==> config.mk <==
export PLATFORM = sky130hd
export DESIGN_NAME = sobel_filter
export DESIGN_NICKNAME = d
export VERILOG_FILES = /design/src/rtl/sobel_filter.sv
export SDC_FILE = /design/constraint.sdc
export NUM_CORES = 1
export LEC_CHECK = 0
export CAP_MARGIN = 20
export CELL_PAD_IN_SITES_DETAIL_PLACEMENT = 0
export CELL_PAD_IN_SITES_GLOBAL_PLACEMENT = 2
export CORE_ASPECT_RATIO = 0.5
export CORE_UTILIZATION = 30
export CTS_CLUSTER_DIAMETER = 50
export DETAILED_ROUTE_END_ITERATION = 8
export HOLD_SLACK_MARGIN = 0.1
export PLACE_DENSITY = 0.82
export SETUP_SLACK_MARGIN = 0.15
export SYNTH_ARGS = -nofsm -noshare
export SYNTH_HDL_FRONTEND = slang
export SYNTH_SLANG_ARGS = --single-unit
==> constraint.sdc <==
create_clock -name ap_clk -period 3.5 [get_ports ap_clk]
set_input_delay 0.35 -clock ap_clk [delete_from_list [all_inputs] [get_ports ap_clk]]
set_output_delay 0.35 -clock ap_clk [all_outputs]
set_load 0.05 [all_outputs]
==> src/rtl/sobel_filter.sv <==
`default_nettype none
// ============================================================================
//  Module      : sobel_filter
//  Description : 3x3 Sobel edge-detection engine with ap_* block handshake.
//                Walks a WIDTH x HEIGHT greyscale frame in raster order:
//                border pixels are written as 0 in one cycle, interior
//                pixels read nine taps from a 1-cycle-latency RAM and write
//                |Gx| + |Gy| saturated to 255.
//                Optional macro SOBEL_THRESHOLD_EN binarises interior
//                results against THRESHOLD (255 above it, 0 otherwise).
//  Revision    : 1.0 - initial release
// ============================================================================
module sobel_filter #(
    parameter int WIDTH     = 8,
    parameter int HEIGHT    = 4,
    parameter int ADDR_W    = 5,
    parameter int THRESHOLD = 128
) (
    input  logic              ap_clk,
    input  logic              ap_rst_n,
    input  logic              ap_start,
    output logic              ap_done,
    output logic              ap_ready,
    output logic              ap_idle,
    output logic [ADDR_W-1:0] image_in_address0,
    output logic              image_in_ce0,
    input  logic [31:0]       image_in_q0,
    output logic [ADDR_W-1:0] image_out_address0,
    output logic              image_out_ce0,
    output logic              image_out_we0,
    output logic [31:0]       image_out_d0
);

    typedef enum logic [2:0] {
        S_IDLE   = 3'd0,
        S_BORDER = 3'd1,
        S_READ   = 3'd2,
        S_LAST   = 3'd3,
        S_WRITE  = 3'd4,
        S_DONE   = 3'd5
    } state_t;

    localparam logic [ADDR_W-1:0] c_width   = ADDR_W'(WIDTH);
    localparam logic [ADDR_W-1:0] c_col_max = ADDR_W'(WIDTH - 1);
    localparam logic [ADDR_W-1:0] c_row_max = ADDR_W'(HEIGHT - 1);
    localparam logic [ADDR_W-1:0] c_one     = ADDR_W'(1);
    localparam logic [ADDR_W-1:0] c_two     = ADDR_W'(2);
    localparam logic [3:0]        c_tap_end = 4'd8;

    state_t                   r_state;
    state_t                   w_state_next;
    logic [ADDR_W-1:0]        r_row;
    logic [ADDR_W-1:0]        r_col;
    logic [3:0]               r_k;
    logic signed [11:0]       r_gx;
    logic signed [11:0]       r_gy;

    logic                     w_border;
    logic                     w_last_pix;
    logic                     w_next_border;
    logic [ADDR_W-1:0]        w_next_row;
    logic [ADDR_W-1:0]        w_next_col;
    logic [ADDR_W-1:0]        w_dr;
    logic [ADDR_W-1:0]        w_dc;
    logic [ADDR_W-1:0]        w_pix_addr;
    logic [ADDR_W-1:0]        w_tap_addr;
    logic [3:0]               w_tap;
    logic signed [11:0]       w_pix1;
    logic signed [11:0]       w_pix2;
    logic signed [11:0]       w_gx_term;
    logic signed [11:0]       w_gy_term;
    logic [11:0]              w_abs_gx;
    logic [11:0]              w_abs_gy;
    logic [11:0]              w_mag;
    logic [7:0]               w_result;
    logic                     w_unused_bits;

    // Classify the current pixel and work out where raster order goes next
    always_comb begin
        w_border   = (r_row == '0) || (r_row == c_row_max) ||
                     (r_col == '0) || (r_col == c_col_max);
        w_last_pix = (r_row == c_row_max) && (r_col == c_col_max);
        if (r_col == c_col_max) begin
            w_next_col = '0;
            w_next_row = r_row + c_one;
        end else begin
            w_next_col = r_col + c_one;
            w_next_row = r_row;
        end
        w_next_border = (w_next_row == '0) || (w_next_row == c_row_max) ||
                        (w_next_col == '0) || (w_next_col == c_col_max);
    end

    // Tap k maps to window offset (k/3, k%3), biased by +1 so it stays unsigned
    always_comb begin
        if (r_k < 4'd3) begin
            w_dr = '0;
            w_dc = ADDR_W'(r_k);
        end else if (r_k < 4'd6) begin
            w_dr = c_one;
            w_dc = ADDR_W'(r_k - 4'd3);
        end else begin
            w_dr = c_two;
            w_dc = ADDR_W'(r_k - 4'd6);
        end
        w_pix_addr = r_row * c_width + r_col;
        w_tap_addr = (r_row + w_dr - c_one) * c_width + (r_col + w_dc - c_one);
    end

    // Weight the arriving tap (issued one cycle earlier) by both kernels
    always_comb begin
        w_tap     = (r_state == S_LAST) ? c_tap_end : (r_k - 4'd1);
        w_pix1    = {4'b0000, image_in_q0[7:0]};
        w_pix2    = {3'b000, image_in_q0[7:0], 1'b0};
        w_gx_term = '0;
        w_gy_term = '0;
        case (w_tap)
            4'd0:    begin w_gx_term = -w_pix1; w_gy_term = -w_pix1; end
            4'd1:    begin w_gx_term = '0;      w_gy_term = -w_pix2; end
            4'd2:    begin w_gx_term = w_pix1;  w_gy_term = -w_pix1; end
            4'd3:    begin w_gx_term = -w_pix2; w_gy_term = '0;      end
            4'd5:    begin w_gx_term = w_pix2;  w_gy_term = '0;      end
            4'd6:    begin w_gx_term = -w_pix1; w_gy_term = w_pix1;  end
            4'd7:    begin w_gx_term = '0;      w_gy_term = w_pix2;  end
            4'd8:    begin w_gx_term = w_pix1;  w_gy_term = w_pix1;  end
            default: begin w_gx_term = '0;      w_gy_term = '0;      end
        endcase
    end

    // Gradient magnitude and final pixel value for an interior pixel
    always_comb begin
        w_abs_gx = r_gx[11] ? 12'(-r_gx) : 12'(r_gx);
        w_abs_gy = r_gy[11] ? 12'(-r_gy) : 12'(r_gy);
        w_mag    = w_abs_gx + w_abs_gy;
`ifdef SOBEL_THRESHOLD_EN
        w_result      = (w_mag > 12'(THRESHOLD)) ? 8'hFF : 8'h00;
        w_unused_bits = &{1'b0, image_in_q0[31:8]};
`else
        w_result      = (w_mag > 12'd255) ? 8'hFF : w_mag[7:0];
        w_unused_bits = &{1'b0, image_in_q0[31:8], 12'(THRESHOLD)};
`endif
    end

    // State register
    always_ff @(posedge ap_clk or negedge ap_rst_n) begin
        if (!ap_rst_n) begin
            r_state <= S_IDLE;
        end else begin
            r_state <= w_state_next;
        end
    end

    // Next-state decode and memory/handshake outputs
    always_comb begin
        w_state_next       = r_state;
        ap_idle            = 1'b0;
        ap_done            = 1'b0;
        ap_ready           = 1'b0;
        image_in_address0  = '0;
        image_in_ce0       = 1'b0;
        image_out_address0 = '0;
        image_out_we0      = 1'b0;
        image_out_d0       = '0;
        case (r_state)
            S_IDLE: begin
                ap_idle = 1'b1;
                if (ap_start) begin
                    w_state_next = S_BORDER;
                end
            end
            S_BORDER, S_WRITE: begin
                image_out_we0      = 1'b1;
                image_out_address0 = w_pix_addr;
                image_out_d0       = (r_state == S_WRITE) ? {24'b0, w_result} : 32'b0;
                if (w_last_pix) begin
                    w_state_next = S_DONE;
                end else begin
                    w_state_next = w_next_border ? S_BORDER : S_READ;
                end
            end
            S_READ: begin
                image_in_ce0      = 1'b1;
                image_in_address0 = w_tap_addr;
                if (r_k == c_tap_end) begin
                    w_state_next = S_LAST;
                end
            end
            S_LAST: begin
                w_state_next = S_WRITE;
            end
            S_DONE: begin
                ap_done      = 1'b1;
                ap_ready     = 1'b1;
                w_state_next = S_IDLE;
            end
            default: begin
                w_state_next = S_IDLE;
            end
        endcase
        image_out_ce0 = image_out_we0;
    end

    // Raster position and tap counters
    always_ff @(posedge ap_clk or negedge ap_rst_n) begin
        if (!ap_rst_n) begin
            r_row <= '0;
            r_col <= '0;
            r_k   <= '0;
        end else begin
            case (r_state)
                S_IDLE: begin
                    r_k <= '0;
                    if (ap_start) begin
                        r_row <= '0;
                        r_col <= '0;
                    end
                end
                S_BORDER, S_WRITE: begin
                    if (!w_last_pix) begin
                        r_row <= w_next_row;
                        r_col <= w_next_col;
                    end
                end
                S_READ: begin
                    r_k <= (r_k == c_tap_end) ? 4'd0 : (r_k + 4'd1);
                end
                S_DONE: begin
                    r_row <= '0;
                    r_col <= '0;
                end
                default: begin
                end
            endcase
        end
    end

    // Gradient accumulators: cleared on tap 0 issue, then summed as data returns
    always_ff @(posedge ap_clk or negedge ap_rst_n) begin
        if (!ap_rst_n) begin
            r_gx <= '0;
            r_gy <= '0;
        end else if (r_state == S_READ && r_k == 4'd0) begin
            r_gx <= '0;
            r_gy <= '0;
        end else if (r_state == S_READ || r_state == S_LAST) begin
            r_gx <= r_gx + w_gx_term;
            r_gy <= r_gy + w_gy_term;
        end
    end

endmodule
`default_nettype wire

After elaboration in Yosys (flattened, before gate mapping)
Index checks and enable logic that the tools add are counted.
{"block": "word_totals", "reg_bits": 41, "in_bits": 35, "output_inout_bits": 48}
{"block": "op_classes", "add_sub_neg": 19, "n_lt_le_gt_ge": 3, "eq_ne": 20, "mux": 36, "n_reduce_logical": 21}
{"cell": "12-bit case mux with 4 select lines", "count": 2}
{"cell": "12-bit two-way mux", "count": 6}
{"cell": "5-bit two-way mux", "count": 9}
{"cell": "12-bit adder", "count": 3}
{"cell": "5-bit case mux with 3 select lines", "count": 2}
{"cell": "8-bit two-way mux", "count": 3}
{"cell": "12-bit negation", "count": 2}
{"cell": "5-bit adder", "count": 3}
{"cell": "4-bit by 3-bit equality test with 1-bit output, second input constant", "count": 3}
{"cell": "12-bit by 8-bit > comparator with 1-bit output, second input constant", "count": 1}
{"cell": "8-bit negation with 12-bit output", "count": 1}
{"cell": "9-bit negation with 12-bit output", "count": 1}
{"cell": "3-bit case mux with 4 select lines", "count": 1}
{"cell": "5-bit by 1-bit adder with 5-bit output, second input constant", "count": 2}
{"cell": "5-bit by 2-bit equality test with 1-bit output, second input constant", "count": 2}
{"cell": "5-bit by 3-bit equality test with 1-bit output, second input constant", "count": 2}
{"cell": "5-bit logical NOT", "count": 2}
{"cell": "2-bit OR reduction", "count": 5}
{"cell": "3-bit two-way mux", "count": 3}
{"cell": "4-bit by 2-bit equality test with 1-bit output, second input constant", "count": 2}
{"cell": "4-bit equality test, second input constant", "count": 2}
{"cell": "4-bit logical NOT", "count": 2}
{"cell": "4-bit two-way mux", "count": 2}
{"cell": "4-bit case mux with 2 select lines", "count": 1}
{"cell": "other kinds (23)", "count": 37}

Logic depth before layout (Yosys ltp)
Gate-level depths: netlist of run 1.
{"block": "depth", "word_depth": 9, "mapped_depth": 19, "depth_no_buf": 18}

Worst setup path before layout of run 1
Ideal clock, no wire load.
{"block": "synth_path", "path_type": "register to output", "from": "register r_k[1]", "to": "output image_in_address0[4]", "arrival_time_ps": 3813, "required_ps": 3150, "slack_ps": -663, "stages_incl_launch_ff": 17, "path_buffers": 1, "path_cell_list": "dfrtp_1 -> ha_1 -> inv_1 -> ha_1 -> clkbuf_1 -> nor2_1 -> a21oi_1 -> a21oi_1 -> a21oi_1 -> ha_1 -> fa_1 -> fa_1 -> xnor2_1 -> xnor2_1 -> xnor2_1 -> xnor2_1 -> nor2_1"}
{"block": "synth_between", "elab_chain_len": 7}
{"item": "start: declaration", "line": "54", "text": "logic [3:0] r_k;"}
{"item": "start signal: assignment", "line": "225", "text": "r_k <= (r_k == c_tap_end) ? 4'd0 : (r_k + 4'd1);"}
{"item": "4-bit by 3-bit subtractor with 5-bit output, or another cell as far along", "line": "104", "text": "w_dc = ADDR_W'(r_k - 4'd6);"}
{"item": "5-bit two-way mux / 2-bit two-way mux (equally long branches)", "line": "99", "text": "end else if (r_k < 4'd6) begin"}
{"item": "5-bit two-way mux / 2-bit two-way mux (equally long branches)", "line": "96", "text": "if (r_k < 4'd3) begin"}
{"item": "5-bit adder / 2-bit adder (equally long branches)", "line": "107", "text": "w_tap_addr = (r_row + w_dr - c_one) * c_width + (r_col + w_dc - c_one);"}
{"item": "5-bit by 1-bit subtractor with 5-bit output / 2-bit by 1-bit subtractor with 2-bit output (equally long branches)", "line": "107"}
{"item": "5-bit adder *", "line": "107"}
{"item": "5-bit two-way mux *", "line": "164", "text": "case (r_state)"}
{"item": "end: declaration", "line": "25", "text": "output logic [ADDR_W-1:0] image_in_address0,"}
Every way passes the cells marked *; elsewhere a longest branch is shown, timed or not.

Final worst setup path of run 1
Same ends and word-level chain as after synthesis.

==> results of run 1 <==
[cell type report]
class	count	area share (%)
sequential	41	13.3
timing repair buffer	170	18.6
clock inverter	2	0.454
inverter	39	1.99
multi-input combinational	560	60.2
clock buffer	5	1.62
tap	234	3.80
[power breakdown]
| part | total [W] | switching [W] | internal [W] |
|---|---|---|---|
| combinational | 0.00361 | 0.00202 | 0.00159 |
| clock | 0.000526 | 0.000195 | 0.000331 |
| sequential | 0.000729 | 0.000154 | 0.000575 |
| total | 0.00487 | 0.00237 | 0.00249 |
[worst min path at each step]
stage / startpoint / endpoint
floorplan: ap_rst_n / r_col[0]
global placement: r_row[4] / r_row[4]
detailed placement: r_row[4] / r_row[4]
CTS: ap_rst_n / r_col[4]
global route: ap_rst_n / r_col[4]
finish: ap_rst_n / r_col[4]
[stage by stage]
step	area, sq um	setup slack (ns)	cells	TNS (ns)
after floorplan	5790	-0.110	692	-0.614
after global placement	7020	-0.189	1036	-1.70
after detailed placement	7020	-0.280	1036	-2.25
after CTS	7500	-0.521	1047	-5.10
after global routing	7710	-0.720	1051	-8.90
final	7710	-0.540	1051	-4.70
[synthesized netlist by cell type, drive strengths merged (8+ instances only)]
library cell	number	area share, %
o31ai	12	1.7
dfrtp	41	19
a21o	9	1.2
nand2b	13	1.5
nor3	10	1.2
a21oi	43	3.9
nor2	50	3.5
clkbuf	16	1.5
a22o	25	4.0
buf	35	4.8
xor2	19	3.0
nand3	14	1.3
nor2b	8	1.1
inv	39	2.7
o21ai	60	5.6
xnor2	46	8.0
or3	10	1.2
nand2	57	3.9
ha	55	13
[kinds of logic (layout without fill, tap and decap cells)]
family	Yosys count	count (layout)
fa+ha+maj	60	60
mux	3	3
other cells	1	24
simple gates	197	197
buf+inv	91	216
flops	41	41
compound gates	211	211
xor+xnor	65	65
[registers in the layout (all words and copies together), names as in the netlist]
| signal | flops |
|---|---|
| r_col | 5 |
| r_k | 4 |
| r_gx | 12 |
| r_gy | 12 |
| r_state | 3 |
| r_row | 5 |
[layer usage]
metal / wire length [um] / share of wire, % / track usage, %
met1: 7470 / 49 / 22.9
met2: 7110 / 47 / 26.6
met3: 563 / 3.7 / 2.24
met4: 92 / 0.60 / 3.09
met5: 0 / 0 / 0
[repair_timing]
item / 4_1_cts / 5_1_grt
gates resized for setup: 59 / 39
hold endpoints to repair: 0 / 0
buffers inserted: 4 / 4
pin swaps: 39 / 32
setup endpoints to repair: 24 / 28
==> results.txt, run 1 <==
final core utilization: 43.9%
Die W: 193 um
Crit Path Category: flip-flop to primary output
xor-xnor portion of the synthesized cell area: 11.0%
area taken by flip-flops and latches: 0.00103 sq mm
kind of cell adding the most delay to the critical path: adder cells
leading cell type in the layout, fill and taps excluded: sky130_fd_sc_hd__buf_4
fraction of synthesized area in multiplexers: 0.596%
area grow syn2layout: 41.4%
Sinks on Clock Net: 41
arrival time worst endpoint: 3.69 ns
shortest clock period the worst path allows after layout: 4.04 ns
Hold Path Class: primary input to asynchronous set/reset pin
number of global-route vias before repair: 5062
clock transition time at the flip-flop clock pins of the worst setup and hold paths: 0.06 ns
routed vias/inst: 5.01
final worst-path cycle share: 115%
Seq cells post-synth: 41
placed wire-length estimate after detailed placement: 12.0 mm
wire length of the first global-routing pass: 24.7 mm
total chip power: 0.00487 W
CTS tree: yes
leading cell types in the layout, fill and taps excluded: 131 x sky130_fd_sc_hd__buf_4, 54 x sky130_fd_sc_hd__nand2_1, 41 x sky130_fd_sc_hd__nor2_1
pin count of the biggest net entering global routing: 42
hold-fix buffer count after cts: 0
Port-buffer cells: 34
total power divided by cell area: 631 mW/mm^2
vias post-DR: 5268
Worst setup endpoint: image_in_address0[4]
Site Rows: 34
Total Nets Final: 912
Max Transition Viols Final: 0
Std-Cell Core Area: 0.0176 sq mm
R2R Path Start: r_k[1]
Largest stage delay, worst path: 0.43 ns
leakage power: 3.53 nW
count of different cell masters after synthesis: 80
fraction of registers with async set/reset: 100%
cell type with the highest occurrence count on the critical path: sky130_fd_sc_hd__ha_4
clock latency at the later pin of the worst-skew pair: 0.29 ns
Yosys Warn Count: 0
sequential fraction of the synthesis area: 18.8%
maximum clock frequency: 248 MHz
count of endpoints failing setup in the final report: 23
drt first pass iters: 7
number of max-cap violations: 0
adder-cell share of the synthesized area: 14.4%
reg2reg end: r_gy[8]
overall die height: 97.4 um
Crit path depth: 19
Netlist Area Pre-Place: 0.00546 sq mm
Top Ports: 83
Antenna Violating Nets Remaining: 0
kind of start point of the critical path: flip-flop
dominant combinational cell family by area after synthesis: compound AO/OA/AOI/OAI gates
effective utilization at floorplan: 31.1%
slowest library cell on the worst path: sky130_fd_sc_hd__dfrtp_2
share of synthesized cell area in and, or, nand and nor gates: 18.8%
length in cells of the worst reg-to-reg path: 20
mean instance size in the synthesized netlist: 8.16 sq um
worst path setup slack after routing: -0.540 ns
failing checks: design-rule violations, negative setup slack
maximum level of the CTS H-tree: 2
First DRT Iteration DRCs: 302
final number of hold-violating endpoints: 0
wire length reported by the detailed router: 15.2 mm
count of filler cells inserted in the layout: 1742
Peak supply drop: 0.000857 V
reg-to-reg slack, setup: -0.25 ns
Fin Hold WS: 0.199 ns
root cell of the clock tree: sky130_fd_sc_hd__clkbuf_16
mean routed wirelength per cell: 14.5 um
antenna violations before repair: 0
number of buffers created by CTS: 5
RSZ-0062 raised after global routing: yes
gate count after technology mapping: 669
worst path cell trace: buf_6, buf_6, ha_4, xnor2_2, mux2_4, nand2_2, ha_4, inv_1, ha_4, ha_4, inv_2, fa_2, xnor2_2, xnor2_1, xnor2_1, xnor2_1, buf_4, nor2_4, buf_12
Critical Path Fanout Max: 3
Die ar.: 0.0188 sq mm
Routability Congestion: 0.895
final antenna diode count: 0
total overflow reported by the global router: 0
all-layer global routing usage: 16.3%
maximum clock insertion buffer count: 2
Max transition margin: 32.7%
count of buffer and inverter cells on the critical path: 6
complex-gate fraction of the synthesized area: 26.6%
actual slew at the worst max-slew pin: 1.01 ns
residual DRC count: 7
launching instance or port of the critical path: r_k[1]
Multi-input gate area: 0.00465 sq mm
Layout Skew: 0.00780 ns
layout cell share with drive strength beyond 1: 34.6%
result of the run: complete, but fails checks
most frequently used flop master after synthesis: sky130_fd_sc_hd__dfrtp_1
worst path required time: 3.15 ns
Post-synth EDFFs: 0
category of the worst setup path capture point: primary output
No activity file was read; power rests on OpenSTA's default activity.
==> inputs of run 2 (changes only) <==
Settings changed: CORE_MARGIN set to 4.
==> run 2 against run 1 <==
  * The run ends with negative setup slack left
  * Via count rose by 0.97%
  * Routed wire length rose by 2.7%
  * Maximum frequency rose by 2.4%
  * Critical endpoint unchanged
  * Largest power group unchanged
  * Highest routed layer unchanged
==> results.txt, run 2 (synthesis gave the netlist of run 1 again) <==
leading cell type in the layout, fill and taps excluded: sky130_fd_sc_hd__buf_4
Critical Path Fanout Max: 5
met2 layer usage reported by global route: 27.4%
final number of hold-violating endpoints: 0
overall die height: 103 um
met1 Track Usage GR: 20.2%
routed vias/inst: 5.00
failing checks: negative setup slack
grt met3 use: 2.10%
Layout Skew: 0.00829 ns
Antenna Violating Nets Remaining: 0
wire length reported by the detailed router: 15.6 mm
reg-to-reg slack, setup: -0.26 ns
number of buffers created by CTS: 5
category of the worst setup path capture point: primary output
Die ar.: 0.0205 sq mm
area grow syn2layout: 46.5%
Max Transition Viols Final: 0
clock latency at the later pin of the worst-skew pair: 0.29 ns
actual slew at the worst max-slew pin: 0.944 ns
final worst-path cycle share: 113%
Top Ports: 83
effective utilization at floorplan: 31.0%
count of endpoints failing setup in the final report: 22
First DRT Iteration DRCs: 325
Site Rows: 34
maximum clock insertion buffer count: 2
wire length of the first global-routing pass: 25.6 mm
net switching share of the total power: 48.3%
root cell of the clock tree: sky130_fd_sc_hd__clkbuf_16
busiest layer in global routing: met2
leading cell types in the layout, fill and taps excluded: 127 x sky130_fd_sc_hd__buf_4, 56 x sky130_fd_sc_hd__nand2_1, 40 x sky130_fd_sc_hd__dfrtp_1
drt first pass iters: 5
length in cells of the worst reg-to-reg path: 21
power spent charging and discharging nets: 0.00244 W
layout cell share with drive strength beyond 1: 37.6%
Top Registers: r_gx (12), r_gy (12)
Total Nets Final: 923
number of global-route vias before repair: 5268
Port-buffer cells: 34
Hold Path Class: primary input to asynchronous set/reset pin
kind of start point of the critical path: flip-flop
leakage power: 3.66 nW
total power divided by cell area: 633 mW/mm^2
maximum level of the CTS H-tree: 2
combinational power share: 75.0%
clock transition time at the flip-flop clock pins of the worst setup and hold paths: 0.06 ns
worst path setup slack after routing: -0.444 ns
arrival time worst endpoint: 3.59 ns
placed wire-length estimate after detailed placement: 12.1 mm
Std-Cell Core Area: 0.0176 sq mm
worst path required time: 3.15 ns
residual DRC count: 0
total overflow reported by the global router: 0
pin count of the biggest net entering global routing: 42
cell internal power dissipation: 0.00261 W
number of max-cap violations: 0
Sinks on Clock Net: 41
Routability Congestion: 0.874
clock share of power: 10.6%
vias post-DR: 5319
antenna violations before repair: 0
Die W: 199 um
RSZ-0062 raised after global routing: yes
Max transition margin: 36.9%
relative contribution of sequential cells to total power: 14.4%
all-layer global routing usage: 15.3%
CTS tree: yes
Peak supply drop: 0.000835 V
final core utilization: 45.4%
final antenna diode count: 0
shortest clock period the worst path allows after layout: 3.94 ns
maximum clock frequency: 254 MHz
result of the run: complete, but fails checks
setup TNS after final layout: -4.11 ns
Crit Path Category: flip-flop to primary output
mean routed wirelength per cell: 14.7 um
[run 2: per-stage QoR]
step           total power [W]  cell area [sq um]  worst slack [ns]  cells  hold slack (ns)
6_report               0.00506               7990            -0.444   1063            0.412
5_1_grt                0.00548               7990            -0.632   1063            0.442
4_1_cts                0.00492               7700            -0.498   1056            0.242
3_5_place_dp           0.00405               6990            -0.254   1032            0.534
3_3_place_gp           0.00402               6990            -0.218   1032            0.514
2_1_floorplan          0.00296               5790            -0.110    692           0.0544
[run 2: worst max-delay path, cell delays in order, from the launching register on]
cell                      delay [ns]
sky130_fd_sc_hd__dfrtp_2        0.41
sky130_fd_sc_hd__buf_6          0.13
sky130_fd_sc_hd__buf_4          0.15
sky130_fd_sc_hd__ha_2           0.19
sky130_fd_sc_hd__xnor2_2        0.16
sky130_fd_sc_hd__mux2_4         0.18
sky130_fd_sc_hd__nand2_1        0.05
sky130_fd_sc_hd__ha_1           0.27
sky130_fd_sc_hd__inv_1          0.04
sky130_fd_sc_hd__ha_1           0.27
sky130_fd_sc_hd__ha_2           0.17
sky130_fd_sc_hd__inv_2          0.04
sky130_fd_sc_hd__fa_2           0.34
sky130_fd_sc_hd__xnor2_2        0.14
sky130_fd_sc_hd__xnor2_1        0.13
sky130_fd_sc_hd__xnor2_1        0.24
sky130_fd_sc_hd__xnor2_2        0.18
sky130_fd_sc_hd__nor2_4         0.06
sky130_fd_sc_hd__buf_12         0.16
[run 2: power by group through the flow]
stage	Sequential, W	Clock [W]	Combinational [W]
after floorplan	0.000715	0	0.00224
after global placement	0.000726	0	0.00329
after detailed placement	0.000731	0	0.00332
after CTS	0.000722	0.000549	0.00365
after global routing	0.000749	0.000569	0.00416
final	0.000729	0.000536	0.00379
[run 2: path summary, 6_finish.rpt]
check | from | to
max | r_k[1] | image_in_address0[4]
min | ap_rst_n | r_col[0]
max reg2reg | r_k[1] | r_gx[11]
min reg2reg | r_row[4] | r_row[4]
max in group asynchronous | ap_rst_n | r_gy[8]
min in group ap_clk | r_row[4] | r_row[4]
[run 2: cell type report]
cell class / instances / area [sq um]
multi-input combinational: 560 / 4770
timing repair buffer: 181 / 1580
tap: 234 / 293
clock inverter: 2 / 38.8
inverter: 39 / 156
fill: 1722 / 9620
sequential: 41 / 1030
clock buffer: 6 / 129
[run 2: metal layers]
metal / share of wire [%] / up-vias
met2: 49 / 78
met1: 47 / 2540
met3: 3.1 / 10
met5: 0 / -
li1: - / 2691
met4: 0.81 / 0
[run 2: what timing repair did]
action                     in CTS  in global routing
pin swaps                      57                 47
gates resized for setup        88                 44
cloned                          1                  0
setup endpoints to repair      25                 27
hold endpoints to repair        0                  4
setup buffers                  15                  5
hold buffers                    0                  1
